$ cat src/rtl/keypad_scanner.sv
// 4x4 keypad scanner: row drive, 2-flop col sync, frame decode, debounce.
// Optional auto-repeat when KEYPAD_REPEAT_EN is defined.
module keypad_scanner #(
    parameter int SCAN_PERIOD   = 25_000,
    parameter int DEBOUNCE      = 4,
    parameter int REPEAT_FRAMES = 40
) (
    input  logic       clk,
    input  logic       rstn,
    input  logic       en,
    input  logic [3:0] col,
    output logic [3:0] row,
    output logic [3:0] key_code,
    output logic       key_valid,
    output logic       key_held
);

    localparam int CW = (SCAN_PERIOD > 1) ? $clog2(SCAN_PERIOD) : 1;
    localparam int DB = (DEBOUNCE < 1) ? 1 : DEBOUNCE;
    localparam int DW = $clog2(DB + 1);
    localparam logic [CW-1:0] SLOT_LAST = CW'(SCAN_PERIOD - 1);
    localparam logic [DW-1:0] DB_MAX    = DW'(DB);
    localparam logic [4:0]    NONE      = 5'h10;

    logic [3:0]      r_col_s1;
    logic [3:0]      r_col_s2;
    logic [1:0]      r_idx;
    logic [CW-1:0]   r_cnt;
    logic [2:0][3:0] r_samp;
    logic [4:0]      r_prev;
    logic [DW-1:0]   r_dcnt;
    logic [4:0]      r_stable;

    logic            w_active;
    logic            w_slot_end;
    logic            w_frame_end;
    logic [15:0]     w_frame;
    logic [4:0]      w_nlow;
    logic [3:0]      w_code;
    logic [4:0]      w_res;
    logic [DW-1:0]   w_dcnt_nx;
    logic            w_accept;
    logic            w_rep_fire;

    assign w_active    = (row != 4'hF);
    assign w_slot_end  = w_active && (r_cnt == SLOT_LAST);
    assign w_frame_end = w_slot_end && (r_idx == 2'd3);
    assign w_frame     = {r_col_s2, r_samp[2], r_samp[1], r_samp[0]};

    // Col is asynchronous to clk; two flops before any use.
    always_ff @(posedge clk) begin
        if (!rstn) begin
            r_col_s1 <= 4'hF;
            r_col_s2 <= 4'hF;
        end else begin
            r_col_s1 <= col;
            r_col_s2 <= r_col_s1;
        end
    end

    // Frame decode: exactly one low bit across the 16 samples names the key.
    always_comb begin
        w_nlow = 5'd0;
        w_code = 4'd0;
        for (int i = 0; i < 16; i++) begin
            if (!w_frame[i]) begin
                w_nlow = w_nlow + 5'd1;
                w_code = 4'(i);
            end
        end
        w_res = (w_nlow == 5'd1) ? {1'b0, w_code} : NONE;
    end

    // Run length of identical frame results, saturating at the threshold.
    always_comb begin
        w_dcnt_nx = DW'(1);
        if (w_res == r_prev) begin
            w_dcnt_nx = (r_dcnt >= DB_MAX) ? r_dcnt : r_dcnt + DW'(1);
        end
        w_accept = (w_dcnt_nx >= DB_MAX) && (w_res != r_stable);
    end

`ifdef KEYPAD_REPEAT_EN
    localparam int RW = $clog2(REPEAT_FRAMES + 1);
    logic [RW-1:0] r_rep_cnt;

    assign w_rep_fire = w_frame_end && !w_accept && key_held &&
                        (r_rep_cnt == RW'(REPEAT_FRAMES - 1));

    // Count frames a key stays accepted and unchanged; wrap on each repeat.
    always_ff @(posedge clk) begin
        if (!rstn || !en) begin
            r_rep_cnt <= '0;
        end else if (w_frame_end) begin
            if (w_accept || !key_held || w_rep_fire) begin
                r_rep_cnt <= '0;
            end else begin
                r_rep_cnt <= r_rep_cnt + RW'(1);
            end
        end
    end
`else
    // Repeat period only matters when auto-repeat is built in.
    assign w_rep_fire = 1'b0 & (REPEAT_FRAMES > 0);
`endif

    // Row scan, frame sampling, debounce state and registered outputs.
    always_ff @(posedge clk) begin
        if (!rstn) begin
            row       <= 4'hF;
            r_idx     <= 2'd0;
            r_cnt     <= '0;
            r_samp    <= '1;
            r_prev    <= NONE;
            r_dcnt    <= '0;
            r_stable  <= NONE;
            key_code  <= 4'h0;
            key_valid <= 1'b0;
            key_held  <= 1'b0;
        end else if (!en) begin
            row       <= 4'hF;
            r_idx     <= 2'd0;
            r_cnt     <= '0;
            r_prev    <= NONE;
            r_dcnt    <= '0;
            r_stable  <= NONE;
            key_valid <= 1'b0;
            key_held  <= 1'b0;
        end else begin
            key_valid <= 1'b0;
            if (!w_active) begin
                row <= 4'b1110;
            end else if (w_slot_end) begin
                r_cnt <= '0;
                r_idx <= r_idx + 2'd1;
                row   <= ~(4'b0001 << (r_idx + 2'd1));
                if (r_idx != 2'd3) begin
                    r_samp[r_idx] <= r_col_s2;
                end
            end else begin
                r_cnt <= r_cnt + CW'(1);
            end
            if (w_frame_end) begin
                r_prev <= w_res;
                r_dcnt <= w_dcnt_nx;
                if (w_accept) begin
                    r_stable <= w_res;
                    if (!w_res[4]) begin
                        key_code  <= w_res[3:0];
                        key_valid <= 1'b1;
                        key_held  <= 1'b1;
                    end else begin
                        key_held <= 1'b0;
                    end
                end else if (w_rep_fire) begin
                    key_valid <= 1'b1;
                end
            end
        end
    end

endmodule

$ cat config.mk
export PLATFORM = sky130hd
export DESIGN_NAME = keypad_scanner
export DESIGN_NICKNAME = d
export VERILOG_FILES = /design/src/rtl/keypad_scanner.sv
export SDC_FILE = /design/constraint.sdc
export NUM_CORES = 1
export LEC_CHECK = 0
export BUFFER_PORTS_ARGS = -buffer_cell sky130_fd_sc_hd__buf_2
export CORE_ASPECT_RATIO = 0.7
export CORE_MARGIN = 2
export CORE_UTILIZATION = 57
export CTS_CLUSTER_SIZE = 8
export DETAILED_ROUTE_END_ITERATION = 7
export PLACE_DENSITY = 0.71
export RECOVER_POWER = 50
export REMOVE_ABC_BUFFERS = 1
export SYNTH_ARGS = -nofsm -noshare
export SYNTH_HDL_FRONTEND = slang
export SYNTH_SLANG_ARGS = --single-unit
$ cat constraint.sdc
create_clock -name clk -period 22.4 [get_ports clk]
set_input_delay 4.48 -clock clk [delete_from_list [all_inputs] [get_ports clk]]
set_output_delay 4.48 -clock clk [all_outputs]
set_load 0.02 [all_outputs]
==> results of run 1 <==
per-layer routing:
| layer | up-vias | wire (um) | track usage |
|---|---|---|---|
| li1 | 1867 | - | - |
| met1 | 1728 | 4710 | 0.327 |
| met4 | 0 | 68 | 0.0590 |
| met2 | 84 | 3990 | 0.350 |
| met5 | - | 0 | 0 |
| met3 | 10 | 507 | 0.0639 |
path summary, 6_finish.rpt:
kind	from	end	slack [ps]	cells past startpoint
max reg2reg	r_samp[0]	key_code[1]	11210	53
max	r_samp[0]	key_code[1]	11210	53
min	r_col_s1[1]	r_col_s2[1]	410	1
min reg2reg	r_col_s1[1]	r_col_s2[1]	410	1
sequential cells by signal, indices dropped and copies added (netlist names):
name / count
r_cnt: 15
key_code: 4
r_dcnt: 3
r_samp: 12
r_col_s1: 4
row: 4
key_valid: 1
r_prev: 5
r_idx: 2
r_stable: 5
key_held: 1
r_col_s2: 4
area by class of cell:
| cell class | count | area [sq um] | share of cell area |
|---|---|---|---|
| clock buffers | 15 | 176 | 0.0379 |
| inverters | 25 | 98.8 | 0.0212 |
| repair buffers | 17 | 70.1 | 0.0150 |
| well taps | 98 | 123 | 0.0263 |
| flip-flops and latches | 60 | 1200 | 0.258 |
| clock inverters | 1 | 5.00 | 0.00107 |
| multi-input cells | 428 | 2980 | 0.641 |
stage by stage:
step | setup slack [ps] | instance area (sq um) | hold WS (ps)
6_report | 11210 | 4660 | 405
5_1_grt | 10240 | 4660 | 417
4_1_cts | 11260 | 4680 | 411
3_5_place_dp | 11340 | 4490 | 397
3_3_place_gp | 11850 | 4490 | 389
2_1_floorplan | 12480 | 4280 | 386
power groups by stage:
stage | Combinational (W) | Clock, W | Sequential [W]
2_1_floorplan | 0.00000923 | 0 | 0.000111
3_3_place_gp | 0.0000129 | 0 | 0.000111
3_5_place_dp | 0.0000131 | 0 | 0.000111
4_1_cts | 0.0000132 | 0.0000916 | 0.000109
5_1_grt | 0.0000142 | 0.0000963 | 0.000109
6_report | 0.0000131 | 0.0000898 | 0.000109
Yosys cell counts, drive strengths merged, types with 3 or more instances:
cell type	instances
clkbuf	21
nor2	59
nor3	3
inv	25
and3	9
nor2b	17
mux2i	9
a21oi	23
ha	25
dfxtp	60
nand2	73
nor4	6
buf	5
nor4b	3
a21boi	3
or2	3
nand4	8
nand3	30
o211ai	6
and2	7
a211oi	6
o21ai	17
nand2b	13
a31oi	3
xor2	15
xnor3	10
a21o	4
mux2	4
a311oi	3
xnor2	35
o2111ai	4
cells by family (layout without fill, tap and decap cells):
kind of cell / Yosys count / count (layout) / share of synthesized area
flip-flops: 60 / 60 / 0.274
adder cells (fa/ha/maj): 25 / 25 / 0.0713
multiplexers: 14 / 14 / 0.0405
buffers and inverters: 51 / 58 / 0.0479
AND/OR/NAND/NOR: 239 / 239 / 0.261
AO/OA/AOI/OAI: 89 / 89 / 0.137
XOR/XNOR: 61 / 61 / 0.168
cells in the final DEF, fill, tap and decap left out, types with 9 or more instances in the layout:
cell type / count
and3_1: 9
nor2_1: 59
inv_1: 23
nand3_1: 30
o21ai_0: 17
a21oi_1: 21
clkbuf_8: 12
dfxtp_1: 60
nand2b_1: 13
clkbuf_1: 15
ha_1: 25
xor2_1: 15
nand2_1: 73
nor2b_1: 17
xnor2_1: 32
==> reports/qor.csv, run 1 <==
stage,metric,value,unit
finish,syn2layout_area_growth,6.13,%
logic_synthesis,syn_inst,539,
place,dpl.hpwl,6790,um
logic_synthesis,synth.area.top_cells,"dfxtp_1 27%, ha_1 7.1%, xnor2_1 6.4%",
clocking,clkLatencyLatePin,340,ps
sta,min_period_over_period,0.499,
drt,via_per_inst,5.73,
logic_synthesis,syn_area,0.00439,sq mm
finish,diodes,0,
clocking,cts_setup_buffers,0,
worst_setup_path,start_kind,register,
worst_setup_path,cp_top_family,adder cells,
global_routing,grt_max_degree,24,
worst_setup_path,critPathMaxFanout,10,
logic_synthesis,yosys_warnings,0,
clocking,ctsResizeCount,0,
sta,rsz0062_at_grt,false,
finish,fin_util,0.631,
worst_setup_path,crit_path_end_kind,register,
global_routing,grt.total_usage,0.232,
floorplanning,die_w,109,um
sta,fmax,89.4,MHz
finish,n_fill_cell,616,
clocking,numCtsBuffers,9,
worst_setup_path,path_buf_inv,3,
worst_setup_path,crit_top_cell,ha_1,
drt,drc_errors,0,
clocking,cts.path.max_buffers,2,
sta,setup_violations,0,
power,p_leak,2.01,nW
logic_synthesis,synth_enable_flop_cells,0,
logic_synthesis,async_flop_share,0,
finish,finalNetCount,573,
place,io_buffers,16,
worst_setup_path,path_class,register to register,
clocking,root_buffer,clkbuf_8,
sta,maxSlewHeadroom,0.353,
worst_setup_path,required,22640,ps
power,switching_power,0.0000499,W
place,gp_congestion,0.837,
floorplanning,core,0.00738,sq mm
floorplanning,io_pins,17,
power,seqPwrFrac,0.514,
logic_synthesis,ys_seq_elements,60,
clocking,clk_pin_slew_worst_paths,60,ps
sta,worstMarginPinSlew,967,ps
logic_synthesis,synth_area_leader_cell,dfxtp_1,
min_path,worstHoldPathType,register to register,
floorplanning,num_rows,26,
finish,drive_gt1_frac,0.0788,
clocking,cts_max_level,3,
logic_synthesis,syn-mean-instance-area,8.14,sq um
place,placed_cells,628,
clocking,cts_tree,yes,
power,power_frac_clock,0.424,
worst_setup_path,crit_slowest_cell,nor2b_1,
logic_synthesis,synth.distinct_cells,62,
clocking,cts_hold_buf,0,
power,max-vdd-ir-drop,0.0000476,V
logic_synthesis,synth_top_area_share,0.274,
power,internal_power,0.000162,W
drt,post_drt_wl_per_cell,14.4,um
sta,finClkSkew,7.89,ps
drt,num_vias,3689,
drt,ant_nets,0,
sta,min_period,11190,ps
worst_setup_path,slowest_delay,510,ps
floorplanning,die_h,77.4,um
sta,finalHoldViolCount,0,
drt,drt_wl_total,9280,um
drt,drtIter0Drc,243,
run,drv_cap,0,
floorplanning,die-area,0.00843,sq mm
power,pwr-share-comb,0.062,
power,netSwitchingFraction,0.236,
global_routing,antenna_found_initial,0,
global_routing,grt_pass1_vias,3446,
floorplanning,start_util,0.594,
global_routing,overflow,0,
worst_setup_path,cp.arrival,11430,ps
power,power,0.000212,W
drt,drt_first_pass_iters,5,
global_routing,grt_pass1_wl,15700,um
sta,maxSlewViolCount,0,
clocking,cts_sinks,60,
logic_synthesis,ys_seq_area_frac,0.274,
logic_synthesis,synth_ff_type,dfxtp_1,
sta,setup-tns-final,0,ps
finish,final_cells,644,
power,powerDensity,45.5,mW/mm^2
run_status,status,"finished, final reports clean",
Note: power is estimated with default switching activity, not from simulation.
==> run 2: changes to the inputs <==
--- a/config.mk
+++ b/config.mk
@@ -5,13 +5,14 @@
 export SDC_FILE = /design/constraint.sdc
 export NUM_CORES = 1
 export LEC_CHECK = 0
+export ABC_AREA = 1
 export BUFFER_PORTS_ARGS = -buffer_cell sky130_fd_sc_hd__buf_2
 export CORE_ASPECT_RATIO = 0.7
 export CORE_MARGIN = 2
 export CORE_UTILIZATION = 57
 export CTS_CLUSTER_SIZE = 8
 export DETAILED_ROUTE_END_ITERATION = 7
-export PLACE_DENSITY = 0.71
+export PLACE_DENSITY = 0.74
 export RECOVER_POWER = 50
 export REMOVE_ABC_BUFFERS = 1
 export SYNTH_ARGS = -nofsm -noshare
==> constraint.sdc (replaced) <==
create_clock -name clk -period 9.8 [get_ports clk]
set_input_delay 1.96 -clock clk [delete_from_list [all_inputs] [get_ports clk]]
set_output_delay 1.96 -clock clk [all_outputs]
set_load 0.02 [all_outputs]
==> run 2 against run 1 <==
Against the previous run: worst hold slack gained 9.4 ps; cell area rose by 8.6%; die area increased by 3.3%; worst setup slack got worse by 11000 ps; sequential power increased by 130%; first-iteration DRC count is 16% lower; clock-buffer cell count decreased by 2; non-clock buffer count rose by 6; core utilization rose by 1.7 points; clock skew down 4.3 ps; total power increased to 2.7 times the previous value; largest cell class unchanged.
==> reports/qor.csv, run 2 <==
stage,metric,value,unit,change
run_status,status,"finished, final reports clean",,
finish,final_cells,858,,+33%
clocking,numCtsBuffers,9,,unchanged
global_routing,grt_pass1_vias,3956,,+15%
floorplanning,die_h,78.7,um,+1.6%
clocking,cts.path.max_buffers,2,,unchanged
global_routing,grt.total_usage,0.237,,+0.00483
logic_synthesis,synth.distinct_cells,37,,-40%
worst_setup_path,cp.arrival,9520,ps,-1910 ps
logic_synthesis,syn_inst,730,,+35%
power,max-vdd-ir-drop,0.000120,V,+150%
floorplanning,start_util,0.582,,-0.0125
drt,drt_first_pass_iters,4,,-1
logic_synthesis,async_flop_share,0,,unchanged
power,p_leak,2.77,nW,+38%
finish,n_fill_cell,715,,+16%
global_routing,grt_pass1_wl,17100,um,+8.7%
power,internal_power,0.000442,W,+170%
worst_setup_path,slowest_delay,340,ps,-170 ps
sta,worstMarginPinSlew,797,ps,-171 ps
drt,drtIter0Drc,205,,-16%
clocking,cts_sinks,60,,unchanged
power,switching_power,0.000132,W,+160%
drt,drc_errors,0,,unchanged
power,seqPwrFrac,0.432,,-0.082
worst_setup_path,start_kind,register,,
logic_synthesis,synth_ff_type,dfxtp_1,,
floorplanning,die_w,111,um,+1.6%
run,drv_cap,0,,unchanged
finish,syn2layout_area_growth,11.4,%,
place,dpl_cell_area,0.00467,sq mm,+4.0%
logic_synthesis,syn-mean-instance-area,6.22,sq um,-24%
clocking,clkLatencyLatePin,330,ps,about the same
global_routing,antenna_found_initial,0,,unchanged
place,io_buffers,16,,unchanged
clocking,cts_tree,yes,,
power,netSwitchingFraction,0.230,,-0.00524
logic_synthesis,ys_seq_area_frac,0.265,,-0.00912
power,power,0.000574,W,+170%
drt,num_vias,4437,,+20%
sta,setup_violations,0,,unchanged
logic_synthesis,synth_area_leader_cell,dfxtp_1,,
place,placed_cells,835,,+33%
logic_synthesis,synth_common_cells,"207 x nand2_1, 123 x inv_1, 62 x nor2_1",,
min_path,worstHoldPathType,register to register,,
floorplanning,core,0.00780,sq mm,+5.7%
logic_synthesis,syn_area,0.00454,sq mm,+3.4%
finish,top_register,r_cnt,,
logic_synthesis,ys_seq_elements,60,,unchanged
clocking,root_buffer,clkbuf_16,,
sta,maxSlewHeadroom,0.469,,+0.115
finish,diodes,0,,unchanged
finish,mostFrequentLayoutCells,"203 x nand2_1, 123 x inv_1, 61 x nor2_1",,
place,dpl.hpwl,7660,um,+13%
finish,largest_register_ffs,15,,unchanged
global_routing,grt_max_degree,18,,-25%
worst_setup_path,crit_slowest_cell,dfxtp_2,,
logic_synthesis,yosys_warnings,0,,unchanged
sta,min_period_over_period,0.946,,+0.446
clocking,clk_pin_slew_worst_paths,50,ps,about the same
logic_synthesis,synth_top_area_share,0.265,,-0.00912
drt,drt_wl_total,9900,um,+6.7%
floorplanning,num_rows,27,,+3.8%
drt,via_per_inst,5.17,,-9.7%
worst_setup_path,critPathMaxFanout,6,,-4
power,pwr-share-comb,0.072,,+0.010
sta,setup-tns-final,0,ps,unchanged
finish,reg.largest.list,"r_cnt (15), r_samp (12)",,
worst_setup_path,crit_path_end_kind,register,,
sta,finalHoldViolCount,0,,unchanged
global_routing,overflow,0,,unchanged
floorplanning,io_pins,17,,unchanged
finish,drive_gt1_frac,0.143,,+0.0639
worst_setup_path,path_class,register to register,,
sta,min_period,9270,ps,-1920 ps
finish,final_common_cell,nand2_1,,
sta,finClkSkew,3.61,ps,-4.28 ps
drt,post_drt_wl_per_cell,11.5,um,-20%
drt,ant_nets,0,,unchanged
sta,fmax,108,MHz,+21%
clocking,cts_hold_buf,0,,unchanged
logic_synthesis,synth_enable_flop_cells,0,,unchanged
floorplanning,die-area,0.00871,sq mm,+3.3%
worst_setup_path,required,10050,ps,-12590 ps
clocking,cts_max_level,3,,unchanged
place,gp_congestion,0.839,,+0.26%
worst_setup_path,crit_top_cell,nand2_1,,
power,powerDensity,113,mW/mm^2,+150%
logic_synthesis,synth.area.top_cells,"dfxtp_1 26%, nand2_1 17%, inv_1 10%",,
finish,final_area,0.00506,sq mm,+8.6%
sta,maxSlewViolCount,0,,unchanged
finish,fin_util,0.648,,+0.0173
finish,finalNetCount,785,,+37%
power,power_frac_clock,0.496,,+0.072
logic_synthesis,yosysMostFrequentCell,nand2_1,,
run 2: cell types whose count changed after synthesis, moves of 10 or more:
cell | before | now
o211ai_1 | 6 | 16
nand3_2 | 0 | 12
inv_1 | 23 | 123
nand3_1 | 30 | 58
nand2_2 | 0 | 23
xnor2_1 | 32 | 0
xor2_1 | 15 | 4
clkbuf_1 | 21 | 5
or2_2 | 3 | 16
nor2b_1 | 17 | 0
nand2b_1 | 13 | 0
nand2_1 | 73 | 207
nor3_1 | 2 | 15
run 2: final timing paths:
path / to / slack, ps / startpoint / depth (start not counted)
setup / recovery: key_code[3] / 530 / r_samp[1] / 62
hold / removal: r_col_s2[0] / 410 / r_col_s1[0] / 1
setup reg to reg: key_code[3] / 530 / r_samp[1] / 62
hold reg to reg: r_col_s2[0] / 410 / r_col_s1[0] / 1
run 2: cell families after synthesis:
family                   count (synthesis)  synth area share
flip-flops                              60             0.265
AO/OA/AOI/OAI                           70            0.0926
buffers and inverters                  145             0.127
AND/OR/NAND/NOR                        426             0.440
XOR/XNOR                                 4           0.00771
adder cells (fa/ha/maj)                 25            0.0689
run 2: stage by stage:
| stage | worst slack, ps | hold WS (ps) |
|---|---|---|
| after global placement | 611 | 397 |
| after detailed placement | 219 | 405 |
| after global routing | -24.7 | 434 |
| after floorplan | 999 | 393 |
| after CTS | 187 | 418 |
| final | 531 | 415 |
run 2: power groups by stage:
| stage | Sequential, W | Combinational [W] | Clock (W) |
|---|---|---|---|
| 2_1_floorplan | 0.000253 | 0.0000257 | 0 |
| 5_1_grt | 0.000248 | 0.0000455 | 0.000301 |
| 6_report | 0.000248 | 0.0000411 | 0.000285 |
| 3_3_place_gp | 0.000253 | 0.0000343 | 0 |
| 4_1_cts | 0.000248 | 0.0000353 | 0.000291 |
| 3_5_place_dp | 0.000253 | 0.0000350 | 0 |
run 2: cell type report:
| type | count | area, sq um | share of cell area |
|---|---|---|---|
| Sequential cell | 60 | 1200 | 0.238 |
| Multi-Input combinational cell | 527 | 2830 | 0.559 |
| Timing Repair Buffer | 23 | 131 | 0.0260 |
| Clock buffer | 13 | 260 | 0.0515 |
| Tap cell | 101 | 126 | 0.0250 |
| Clock inverter | 2 | 10.0 | 0.00198 |
| Inverter | 132 | 498 | 0.0985 |
run 2: layer usage:
layer	track usage	wire length (um)	vias up
li1	-	-	2363
met1	0.325	5070	1976
met2	0.375	4280	86
met3	0.0672	466	12
met4	0.0488	84	0
met5	0	0	-
run 2: what timing repair did:
action | 4_1_cts | 5_1_grt
gates resized for setup | 0 | 15
endpoints found under the setup margin | 0 | 13
buffers inserted | 0 | 6
run 2: critical path: cells and delay by family (launching register included):
family,cells,cell delay (ps)
AO/OA/AOI/OAI,3,310
buffers and inverters,9,610
flip-flops,1,340
adder cells (fa/ha/maj),14,3790
AND/OR/NAND/NOR,36,4130
